File: src/rtl/spectrum_pkg.sv
// Shared constants and write-side state type for the sample frame buffers.
package spectrum_pkg;

  localparam int unsigned DATA_BITS = 16;
  localparam int unsigned ADDR_BITS = 10;
  localparam int unsigned FRAME_LEN = 2 ** ADDR_BITS;

  typedef enum logic {
    FILL,
    FULL
  } wr_state_t;

endpackage

File: src/rtl/sat_counter.sv
// Saturating up-counter with synchronous clear.
module sat_counter #(
  parameter int unsigned Width = 16
) (
  input  logic             clk_i,
  input  logic             clr_i,
  input  logic             inc_i,
  output logic [Width-1:0] cnt_o
);

  logic [Width-1:0] cnt_d, cnt_q;

  // Next count: clear wins, otherwise increment and stick at all-ones.
  always_comb begin
    cnt_d = cnt_q;
    if (clr_i) begin
      cnt_d = '0;
    end else if (inc_i && (cnt_q != {Width{1'b1}})) begin
      cnt_d = cnt_q + Width'(1);
    end
  end

  // Count register.
  always_ff @(posedge clk_i) begin
    cnt_q <= cnt_d;
  end

  assign cnt_o = cnt_q;

endmodule

File: src/rtl/frame_writer.sv
// Ping-pong frame write controller: packs samples into frames and swaps buffers
// only once the reader has released the other buffer.
module frame_writer
  import spectrum_pkg::*;
#(
  parameter int unsigned DROP_BITS = 16
) (
  input  logic                 clk1,
  input  logic                 rst,
  input  logic [DATA_BITS-1:0] sample_i,
  input  logic                 sample_valid_i,
  input  logic                 rd_done_i,
  output logic                 buff_sel_o,
  output logic [ADDR_BITS-1:0] buff_waddr_o,
  output logic [DATA_BITS-1:0] buff_wdata_o,
  output logic                 frame_rdy_o,
  output logic                 frame_tgl_o,
  output logic [DROP_BITS-1:0] drop_cnt_o
);

  localparam logic [ADDR_BITS:0] LastAddr = (ADDR_BITS + 1)'(FRAME_LEN - 1);

  wr_state_t            state_d, state_q;
  logic [ADDR_BITS:0]   next_addr_d, next_addr_q;
  logic                 rd_free_d, rd_free_q;
  logic                 sel_d, sel_q;
  logic                 tgl_d, tgl_q;
  logic                 rdy_d, rdy_q;
  logic [ADDR_BITS-1:0] waddr_d, waddr_q;
  logic [DATA_BITS-1:0] wdata_d, wdata_q;
  logic                 swap_ok;
  logic                 drop_inc;

  // Next-state: accept samples while filling, swap or drop while the frame is full.
  always_comb begin
    state_d     = state_q;
    next_addr_d = next_addr_q;
    rd_free_d   = rd_free_q;
    sel_d       = sel_q;
    tgl_d       = tgl_q;
    rdy_d       = 1'b0;
    waddr_d     = waddr_q;
    wdata_d     = wdata_q;
    drop_inc    = 1'b0;
    swap_ok     = rd_free_q | rd_done_i;

    if (rd_done_i) begin
      rd_free_d = 1'b1;
    end

    unique case (state_q)
      FILL: begin
        if (sample_valid_i) begin
          waddr_d     = next_addr_q[ADDR_BITS-1:0];
          wdata_d     = sample_i;
          next_addr_d = next_addr_q + (ADDR_BITS + 1)'(1);
          if (next_addr_q == LastAddr) begin
            state_d = FULL;
          end
        end
      end
      FULL: begin
        if (swap_ok) begin
          sel_d     = ~sel_q;
          tgl_d     = ~tgl_q;
          rdy_d     = 1'b1;
          rd_free_d = 1'b0;  // swap consumes any coincident release
          waddr_d   = '0;
          state_d   = FILL;
          if (sample_valid_i) begin
            wdata_d     = sample_i;
            next_addr_d = (ADDR_BITS + 1)'(1);
          end else begin
            next_addr_d = '0;
          end
        end else if (sample_valid_i) begin
          drop_inc = 1'b1;
        end
      end
    endcase
  end

  // State and registered outputs with synchronous reset.
  always_ff @(posedge clk1) begin
    if (rst) begin
      state_q     <= FILL;
      next_addr_q <= '0;
      rd_free_q   <= 1'b1;
      sel_q       <= 1'b0;
      tgl_q       <= 1'b0;
      rdy_q       <= 1'b0;
      waddr_q     <= '0;
      wdata_q     <= '0;
    end else begin
      state_q     <= state_d;
      next_addr_q <= next_addr_d;
      rd_free_q   <= rd_free_d;
      sel_q       <= sel_d;
      tgl_q       <= tgl_d;
      rdy_q       <= rdy_d;
      waddr_q     <= waddr_d;
      wdata_q     <= wdata_d;
    end
  end

  sat_counter #(
    .Width(DROP_BITS)
  ) u_drop_cnt (
    .clk_i (clk1),
    .clr_i (rst),
    .inc_i (drop_inc),
    .cnt_o (drop_cnt_o)
  );

  assign buff_sel_o   = sel_q;
  assign buff_waddr_o = waddr_q;
  assign buff_wdata_o = wdata_q;
  assign frame_rdy_o  = rdy_q;
  assign frame_tgl_o  = tgl_q;

endmodule

File: config.mk
export PLATFORM = sky130hd
export DESIGN_NAME = frame_writer
export DESIGN_NICKNAME = d
export VERILOG_FILES = /design/src/rtl/spectrum_pkg.sv /design/src/rtl/sat_counter.sv /design/src/rtl/frame_writer.sv
export SDC_FILE = /design/constraint.sdc
export NUM_CORES = 1
export LEC_CHECK = 0
export ABC_AREA = 0
export CAP_MARGIN = 0
export CORE_MARGIN = 8
export CORE_UTILIZATION = 50
export DETAILED_ROUTE_END_ITERATION = 7
export PLACE_DENSITY = 0.82
export SYNTH_ARGS = -nofsm -noshare
export SYNTH_HDL_FRONTEND = slang
export SYNTH_SLANG_ARGS = --single-unit
File: constraint.sdc
create_clock -name clk1 -period 4.2 [get_ports clk1]
set_input_delay 1.05 -clock clk1 [delete_from_list [all_inputs] [get_ports clk1]]
set_output_delay 1.05 -clock clk1 [all_outputs]
set_load 0.05 [all_outputs]
* After elaboration in Yosys (flattened, before gate mapping)
Index checks and enable logic that the tools add are counted.
** Operators by class
- $add $sub $neg :: 2
- Equality and inequality tests :: 4
- Muxes and demuxes :: 21
- Bitwise gates (word level) :: 4
- Reduce and logical (&&, ||, !) cells :: 4
** Operator list (number)
- $mux 16 :: 2
- $pmux 16 s2 :: 1
- $mux 11 :: 2
- $pmux 11 s2 :: 1
- $mux 10 :: 2
- $pmux 10 s2 :: 1
- $add 16x1->16 const B :: 1
- $ne 16x16->1 const B :: 1
- $add 11x1->11 const B :: 1
- $eq 11x10->1 const B :: 1
- $mux 1 :: 11
- $reduce_and 2->1 :: 2
- $not 1->1 :: 3
- $ne 2x1->1 const B :: 1
- $ne 2x2->1 const B :: 1
- $pmux 1 s2 :: 1
- $reduce_or 2->1 :: 1
- $logic_and 1x1->1 :: 1
- $or 1x1->1 :: 1
** Word-level totals
- Flip-flop bits (word level) :: 58
- Bits of input ports :: 20
- Output and inout port bits :: 45
- Word-level logic and storage cells :: 44

* Longest topological paths before layout
Gate-level depths: netlist (run 1).
- Word-level depth :: 4
- Mapped depth :: 6
- Gate-level depth less buffers :: 5

* Modules after synthesis
From an unflattened synthesis (run 1), not the netlist that was laid out.
** Unflattened totals
- Cells, all modules :: 303
- Area total of the unflattened synthesis :: 2581.2 µm²
** Modules (own cells, without submodules)
- frame_writer :: times used 1, cells each 204, area an instance 1732.9 µm², seq. area each 840.8 µm²
- sat_counter :: times used 1, cells each 99, area an instance 848.3 µm², seq. area each 320.3 µm²

* Worst setup path before layout (run 1)
OpenSTA, ideal clock, no wires.
- Path type :: input to register
- Start point :: input rd_done_i
- End point :: register u_drop_cnt.cnt_q[5] (netlist: u_drop_cnt.cnt_o[5])
- Library setup time :: 0.070 ns
- Data arrival time :: 2.164 ns
- Data required time :: 4.130 ns
- Path slack :: 1.966 ns
- Stages :: 4
- Path buffers :: 0
- Cells stage by stage :: and4bb_2 > nand3_1 > or4_1 > a21oi_1
** Between the ends
- Longest elaborated chain between the ends :: 4
** Ends and longest elaborated chain
- start, declared :: line frame_writer.sv:12 : input logic rd_done_i,
- $or 1x1->1 :: line frame_writer.sv:45 : swap_ok = rd_free_q | rd_done_i;
- $mux 1 :: line frame_writer.sv:63 : if (swap_ok) begin
- $mux 1 :: line frame_writer.sv:51 : unique case (state_q)
- $logic_and 1x1->1 :: line sat_counter.sv:18 : end else if (inc_i && (cnt_q != {Width{1'b1}})) begin
- end signal, assigned :: line sat_counter.sv:25 : cnt_q <= cnt_d;
- end, declared :: line sat_counter.sv:11 : logic [Width-1:0] cnt_d, cnt_q;
No other way between the ends.
A chain may end at the register's enable or synchronous reset.

* Final worst setup path (run 1)
- Start point :: input sample_valid_i
- End point :: register next_addr_q[10]
** Between the ends
- Longest elaborated chain between the ends :: 2
** Ends and longest elaborated chain
- start, declared :: line frame_writer.sv:11 : input logic sample_valid_i,
- $ne 2x2->1 (no line)
- $reduce_and 2->1 (no line)
- end signal, assigned :: line frame_writer.sv:96 : next_addr_q <= next_addr_d;
- end, declared :: line frame_writer.sv:24 : logic [ADDR_BITS:0] next_addr_d, next_addr_q;
No other way between the ends.

==> flow_summary.json, run 1 <==
{
  "ctsResizeCount": 0,
  "cts_setup_buffers": 0,
  "hold_depth": 2,
  "fillers": 365,
  "hpwl_um": 4060,
  "finalCritPeriodShare_pct": 64.5,
  "leakagePower_nw": 1.13,
  "r2r_setup_slack_ns": 2.35,
  "ys.warnings.count": 0,
  "crit_path_end_kind": "flop",
  "die_w_um": 85.4,
  "cts_tree": "yes",
  "r2r_start": "next_addr_q[0]$_SDFFE_PP0P_",
  "clk_pin_slew_ns": 0.07,
  "worst_pin_slew_ns": 0.748,
  "ir_worst_vdd_mv": 0.250,
  "synth_top_area_share_pct": 48.3,
  "power_density_mw_per_mm2": 364,
  "worstPathCellList": "clkdlybuf4s50_1, nor2b_1, nand2_1, or4_1, a21oi_1",
  "die_area_sq_mm": 0.00728,
  "synth-main-ff-cell": "dfxtp_1",
  "grt_pass1_wl_um": 9680,
  "overflow": 0,
  "num_rows": 25,
  "ys_ff_latch": 58,
  "post-route-min-period_ns": 2.71,
  "required_ns": 4.44,
  "synthesis.nets": 301,
  "wirelength_um": 5860,
  "antenna_found_initial": 0,
  "fmax_ghz": 0.369,
  "fin_worst_skew_ns": 0.00717,
  "clockBufferDepth": 2,
  "grt_pass1_vias": 2086,
  "critPathKind": "input pin to flop",
  "synth.area.top_cells": "dfxtp_1 48%, nand2_1 7.8%, a21oi_1 6.5%, nor2_1 3.9%, a22oi_1 3.1%",
  "fin_ws_ns": 1.49,
  "hp-class": "flop to flop",
  "cts_root_buf": "clkbuf_8",
  "reg2reg_depth": 5,
  "cts_made_buffers": 9,
  "htree_levels": 3,
  "hold_start": "buff_wdata_o[8]$_SDFFE_PP0P_",
  "seq_area_frac_synth_pct": 48.3,
  "detail-route-antenna-nets": 0,
  "drc_errors": 0,
  "crit_path_start_kind": "input pin",
  "hold_violations": 0,
  "post-place-ws_ns": 1.27,
  "synth_top_area_cell": "dfxtp_1",
  "cp.arrival_ns": 2.95,
  "io_buffers": 64,
  "cts_hold_buf": 0,
  "core_area_sq_mm": 0.00469,
  "synth.cell_area_sq_mm": 0.00240,
  "design_area_sq_mm": 0.00328,
  "grt_max_degree": 55,
  "max_slew_margin_pct": 49.8,
  "r2r-end": "next_addr_q[10]$_SDFFE_PP0P_",
  "wl_per_cell_um": 14.6,
  "synthCells": 279,
  "synth_area_per_cell_sq_um": 8.62,
  "diodes": 0,
  "crit_slowest_cell": "nor2b_1",
  "synthSimpleGateAreaFrac_pct": 26.6,
  "max_cap_viol_count": 0,
  "run_status": "finished clean",
  "critPathMaxStageDelay_ns": 0.55,
  "clkSinkCount": 58,
  "placed_cells": 387,
  "grt_usage_pct": 16.2,
  "synth_commonest_cells": "58 x dfxtp_1, 50 x nand2_1, 31 x a21oi_1, 25 x nor2_1",
  "whs_endpoint": "buff_wdata_o[8]$_SDFFE_PP0P_",
  "ys_types": 44,
  "critPathMaxFanout": 9,
  "initial_core_util_pct": 51.3,
  "layout.nets": 366,
  "synth_top_family_by_area": "simple AND/OR/NAND/NOR gates",
  "viasPerCell": 5.60,
  "area_growth_pct": 36.5,
  "fin_cells": 402,
  "drive_gt1_share_pct": 8.33,
  "async_flop_share_pct": 0,
  "fin_util_pct": 70.0,
  "synth_edf_count": 0,
  "dr.pass1.iters": 4,
  "synth.most_common_cell": "dfxtp_1",
  "io_pins": 65,
  "setup-violations-final": 0,
  "slew_violations": 0,
  "synth_xor_area_share_pct": 1.82,
  "synthAdderAreaFrac_pct": 1.04,
  "synthMuxAreaShare_pct": 2.76,
  "worstSkewPairLatency_ns": 0.32,
  "synth_compound_area_share_pct": 16.9,
  "hold-worst-slack_ns": 0.452,
  "drt_iter0_markers": 182,
  "num_vias": 2252,
  "rsz0062_at_grt": "no",
  "dieHeight_um": 85.4,
  "total_power_mw": 1.20,
  "gp_congestion": 0.765,
  "place_area_sq_mm": 0.00308,
  "setup_tns_ns": 0
}
critical path: cells and delay by family:
kind / cells / cell delay, ns
simple gates: 3 / 1.18
compound gates: 1 / 0.17
buf+inv: 1 / 0.54
layout make-up:
type	instances	area, sq um	share of cell area [%]
clock buffers	13	169	5.14
clock inverters	2	35.0	1.07
inverters	3	11.3	0.343
multi-input cells	205	1180	36.0
flip-flops and latches	58	1160	35.4
well taps	54	67.6	2.06
repair buffers	67	658	20.0
worst max path at each step:
stage | startpoint | endpoint | slack [ns] | cells past startpoint
after floorplan | rd_done_i | u_drop_cnt.cnt_o[5]$_SDFFE_PP0P_ | 1.97 | 4
after global placement | sample_valid_i | state_q$_SDFF_PP0_ | 1.29 | 5
after detailed placement | sample_valid_i | state_q$_SDFF_PP0_ | 1.27 | 5
after CTS | u_drop_cnt.cnt_o[0]$_SDFFE_PP0P_ | drop_cnt_o[0] | 1.50 | 1
after global routing | sample_valid_i | next_addr_q[10]$_SDFFE_PP0P_ | 1.38 | 5
final | sample_valid_i | next_addr_q[10]$_SDFFE_PP0P_ | 1.49 | 5
per-layer routing:
metal / up-vias / global-route usage, % / part of all wire (%)
li1: 1132 / - / -
met1: 1066 / 19.9 / 47
met2: 44 / 25.1 / 46
met3: 10 / 4.54 / 5.3
met4: 0 / 8.28 / 1.6
met5: - / 0 / 0
state kept, by name, indices dropped and copies added, names as in the netlist:
name,flops
state_q,1
frame_tgl_o,1
rd_free_q,1
buff_sel_o,1
frame_rdy_o,1
u_drop_cnt.cnt_o,16
buff_waddr_o,10
next_addr_q,11
buff_wdata_o,16
cell usage in the layout, fill, tap and decap left out, types with 2 or more instances in the layout:
master           Yosys  layout
a21oi_1             31      31
xnor2_1              2       2
nor4_1               2       2
clkdlybuf4s50_1      0      63
nand2_1             50      50
inv_1                3       3
o311ai_0             3       3
o31ai_1              4       4
dfxtp_1             58      58
mux2_2               5       5
o211ai_1             2       2
o21ai_0              8       8
ha_1                 2       2
nor2b_1              5       5
and4_1               3       3
xor2_1               3       3
a22oi_1             10      10
nand4_1              8       8
buf_4                0       3
nand3_1              9       9
clkbuf_8             0      12
nor2_1              25      25
or4_1                5       5
or3_1                7       7
o41ai_1              2       2
power by group:
group          switching, mW  internal [mW]
clock                  0.204          0.319
combinational         0.0648         0.0401
sequential           0.00678          0.561
total                  0.276          0.920
kinds of logic (layout without fill, tap and decap cells):
| group | Yosys count | in the layout |
|---|---|---|
| AO/OA/AOI/OAI | 66 | 66 |
| XOR/XNOR | 5 | 5 |
| adder cells (fa/ha/maj) | 2 | 2 |
| buffers and inverters | 16 | 85 |
| flip-flops | 58 | 58 |
| multiplexers | 6 | 6 |
| AND/OR/NAND/NOR | 126 | 126 |
Power figures use the tool's default switching activity.
==> run 2, diff against run 1 <==
- CORE_UTILIZATION: 50 -> 43
- PLACE_DENSITY: 0.82 -> 0.75
- clock period: 4.2 -> 2.38 ns (I/O delays scaled with it)
==> run 2 against run 1 <==
Setup slack got worse by 1.4 ns. Final area increased by 4.3%. Global-route usage decreased by 1.6 points. Wire length increased by 2.4%. Hold slack improved by 0.0023 ns. Die area increased by 13%. First-iteration DRC count decreased by 51%. Critical path depth decreased by 4. Sequential power increased by 76%. Power increased by 100%. Clock power increased by 130%. Critical path type is now flop to output port.
==> flow_summary.json, run 2 (same netlist as run 1, synthesis figures left out) <==
{
  "critPathMaxStageDelay_ns": 0.86,
  "grt_pass1_vias": 2148,
  "setup_tns_ns": 0,
  "route.met3.wl_um": 339,
  "detail-route-antenna-nets": 0,
  "overflow": 0,
  "critical-path-top-delay-family": "buffers and inverters",
  "hold_violations": 0,
  "cts_made_buffers": 9,
  "hp-class": "flop to flop",
  "layout.nets": 372,
  "final_cell_mix": "63 x clkdlybuf4s50_1, 58 x dfxtp_1, 50 x nand2_1",
  "cts_hold_buf": 0,
  "layout_commonest_cell": "clkdlybuf4s50_1",
  "post-route-min-period_ns": 2.26,
  "grt_usage_pct": 14.6,
  "fmax_ghz": 0.443,
  "worstPathCellList": "clkdlybuf4s50_1",
  "num_vias": 2240,
  "worstSkewPairLatency_ns": 0.32,
  "cts_root_buf": "clkbuf_8",
  "dr.pass1.iters": 4,
  "clk_pin_slew_ns": 0.07,
  "clkSinkCount": 58,
  "initial_core_util_pct": 44.2,
  "hpwl_um": 4220,
  "grt_max_degree": 29,
  "slew_violations": 0,
  "top_layer": "met4",
  "cp.arrival_ns": 1.66,
  "setup-violations-final": 0,
  "die_area_sq_mm": 0.00824,
  "cts_tree": "yes",
  "die_w_um": 90.8,
  "ir_worst_vdd_mv": 0.828,
  "drive_gt1_share_pct": 10.1,
  "area_growth_pct": 42.5,
  "antenna_found_initial": 0,
  "run_status": "finished clean",
  "grt_pass1_wl_um": 10000,
  "ctsResizeCount": 0,
  "num_rows": 27,
  "core_area_sq_mm": 0.00544,
  "crit_path_end_kind": "output port",
  "diodes": 0,
  "viasPerCell": 5.25,
  "drt_iter0_markers": 89,
  "wirelength_um": 6000,
  "clockBufferDepth": 2,
  "leakagePower_nw": 1.19,
  "finalCritPeriodShare_pct": 94.9,
  "drc_errors": 0,
  "fin_worst_skew_ns": 0.00973,
  "cts_setup_buffers": 0,
  "required_ns": 1.78,
  "dieHeight_um": 90.8,
  "crit_slowest_cell": "clkdlybuf4s50_1",
  "power_density_mw_per_mm2": 699,
  "worst_pin_slew_ns": 0.536,
  "route.layer.met1.wl_um": 2740,
  "gp_congestion": 0.802,
  "max_slew_margin_pct": 64.2,
  "crit_path_start_kind": "flop",
  "max_cap_viol_count": 0,
  "crit_buf_inv": 1,
  "critPathKind": "flop to output port",
  "met2_length_um": 2850,
  "io_buffers": 64,
  "wl_per_cell_um": 14.1,
  "htree_levels": 3,
  "total_power_mw": 2.39,
  "rsz0062_at_grt": "no",
  "io_pins": 65,
  "critPathMaxFanout": 8
}
## run 2: cell types whose count changed in the layout (fill, tap and decap cells not counted), sizes merged
cell,delta
buf,+6
clkbuf,-2
bufinv,+3
## run 2: path summary, 6_finish.rpt
| path | to | depth (start not counted) | slack (ns) | startpoint |
|---|---|---|---|---|
| min | buff_wdata_o[0]$_SDFFE_PP0P_ | 2 | 0.45 | buff_wdata_o[0]$_SDFFE_PP0P_ |
| min reg2reg | buff_wdata_o[0]$_SDFFE_PP0P_ | 2 | 0.45 | buff_wdata_o[0]$_SDFFE_PP0P_ |
| max reg2reg | u_drop_cnt.cnt_o[0]$_SDFFE_PP0P_ | 5 | 0.49 | u_drop_cnt.cnt_o[0]$_SDFFE_PP0P_ |
| max | drop_cnt_o[6] | 1 | 0.12 | u_drop_cnt.cnt_o[6]$_SDFFE_PP0P_ |
## run 2: cell type report
type / count / area, sq um
Fill cell: 471 / 2010
Multi-Input combinational cell: 205 / 1180
Sequential cell: 58 / 1160
Timing Repair Buffer: 73 / 716
Clock buffer: 11 / 141
Clock inverter: 5 / 125
Tap cell: 72 / 90.1
Inverter: 3 / 11.3
## run 2: power breakdown
part / total (mW) / switching (mW) / internal [mW]
clock network: 1.20 / 0.371 / 0.829
registers: 1.00 / 0.0116 / 0.990
logic: 0.192 / 0.115 / 0.0772
total: 2.39 / 0.497 / 1.90
## run 2: per-layer routing
layer | vias up | GRT usage [%]
li1 | 1153 | -
met1 | 1034 | 17.1
met2 | 46 | 23.7
met3 | 7 | 4.57
met4 | 0 | 6.41
met5 | - | 0
## run 2: metrics by stage
step           instances  instance area [sq um]  hold slack, ns  worst slack, ns  utilization (%)
6_report             427                   3430           0.454            0.121             63.0
5_1_grt              427                   3430           0.471           0.0787             63.0
4_1_cts              427                   3430           0.457            0.122             63.0
3_5_place_dp         411                   3160           0.447          0.00252             58.1
3_3_place_gp         411                   3160           0.441           0.0417             58.1
2_1_floorplan        279                   2400           0.458            0.430                -
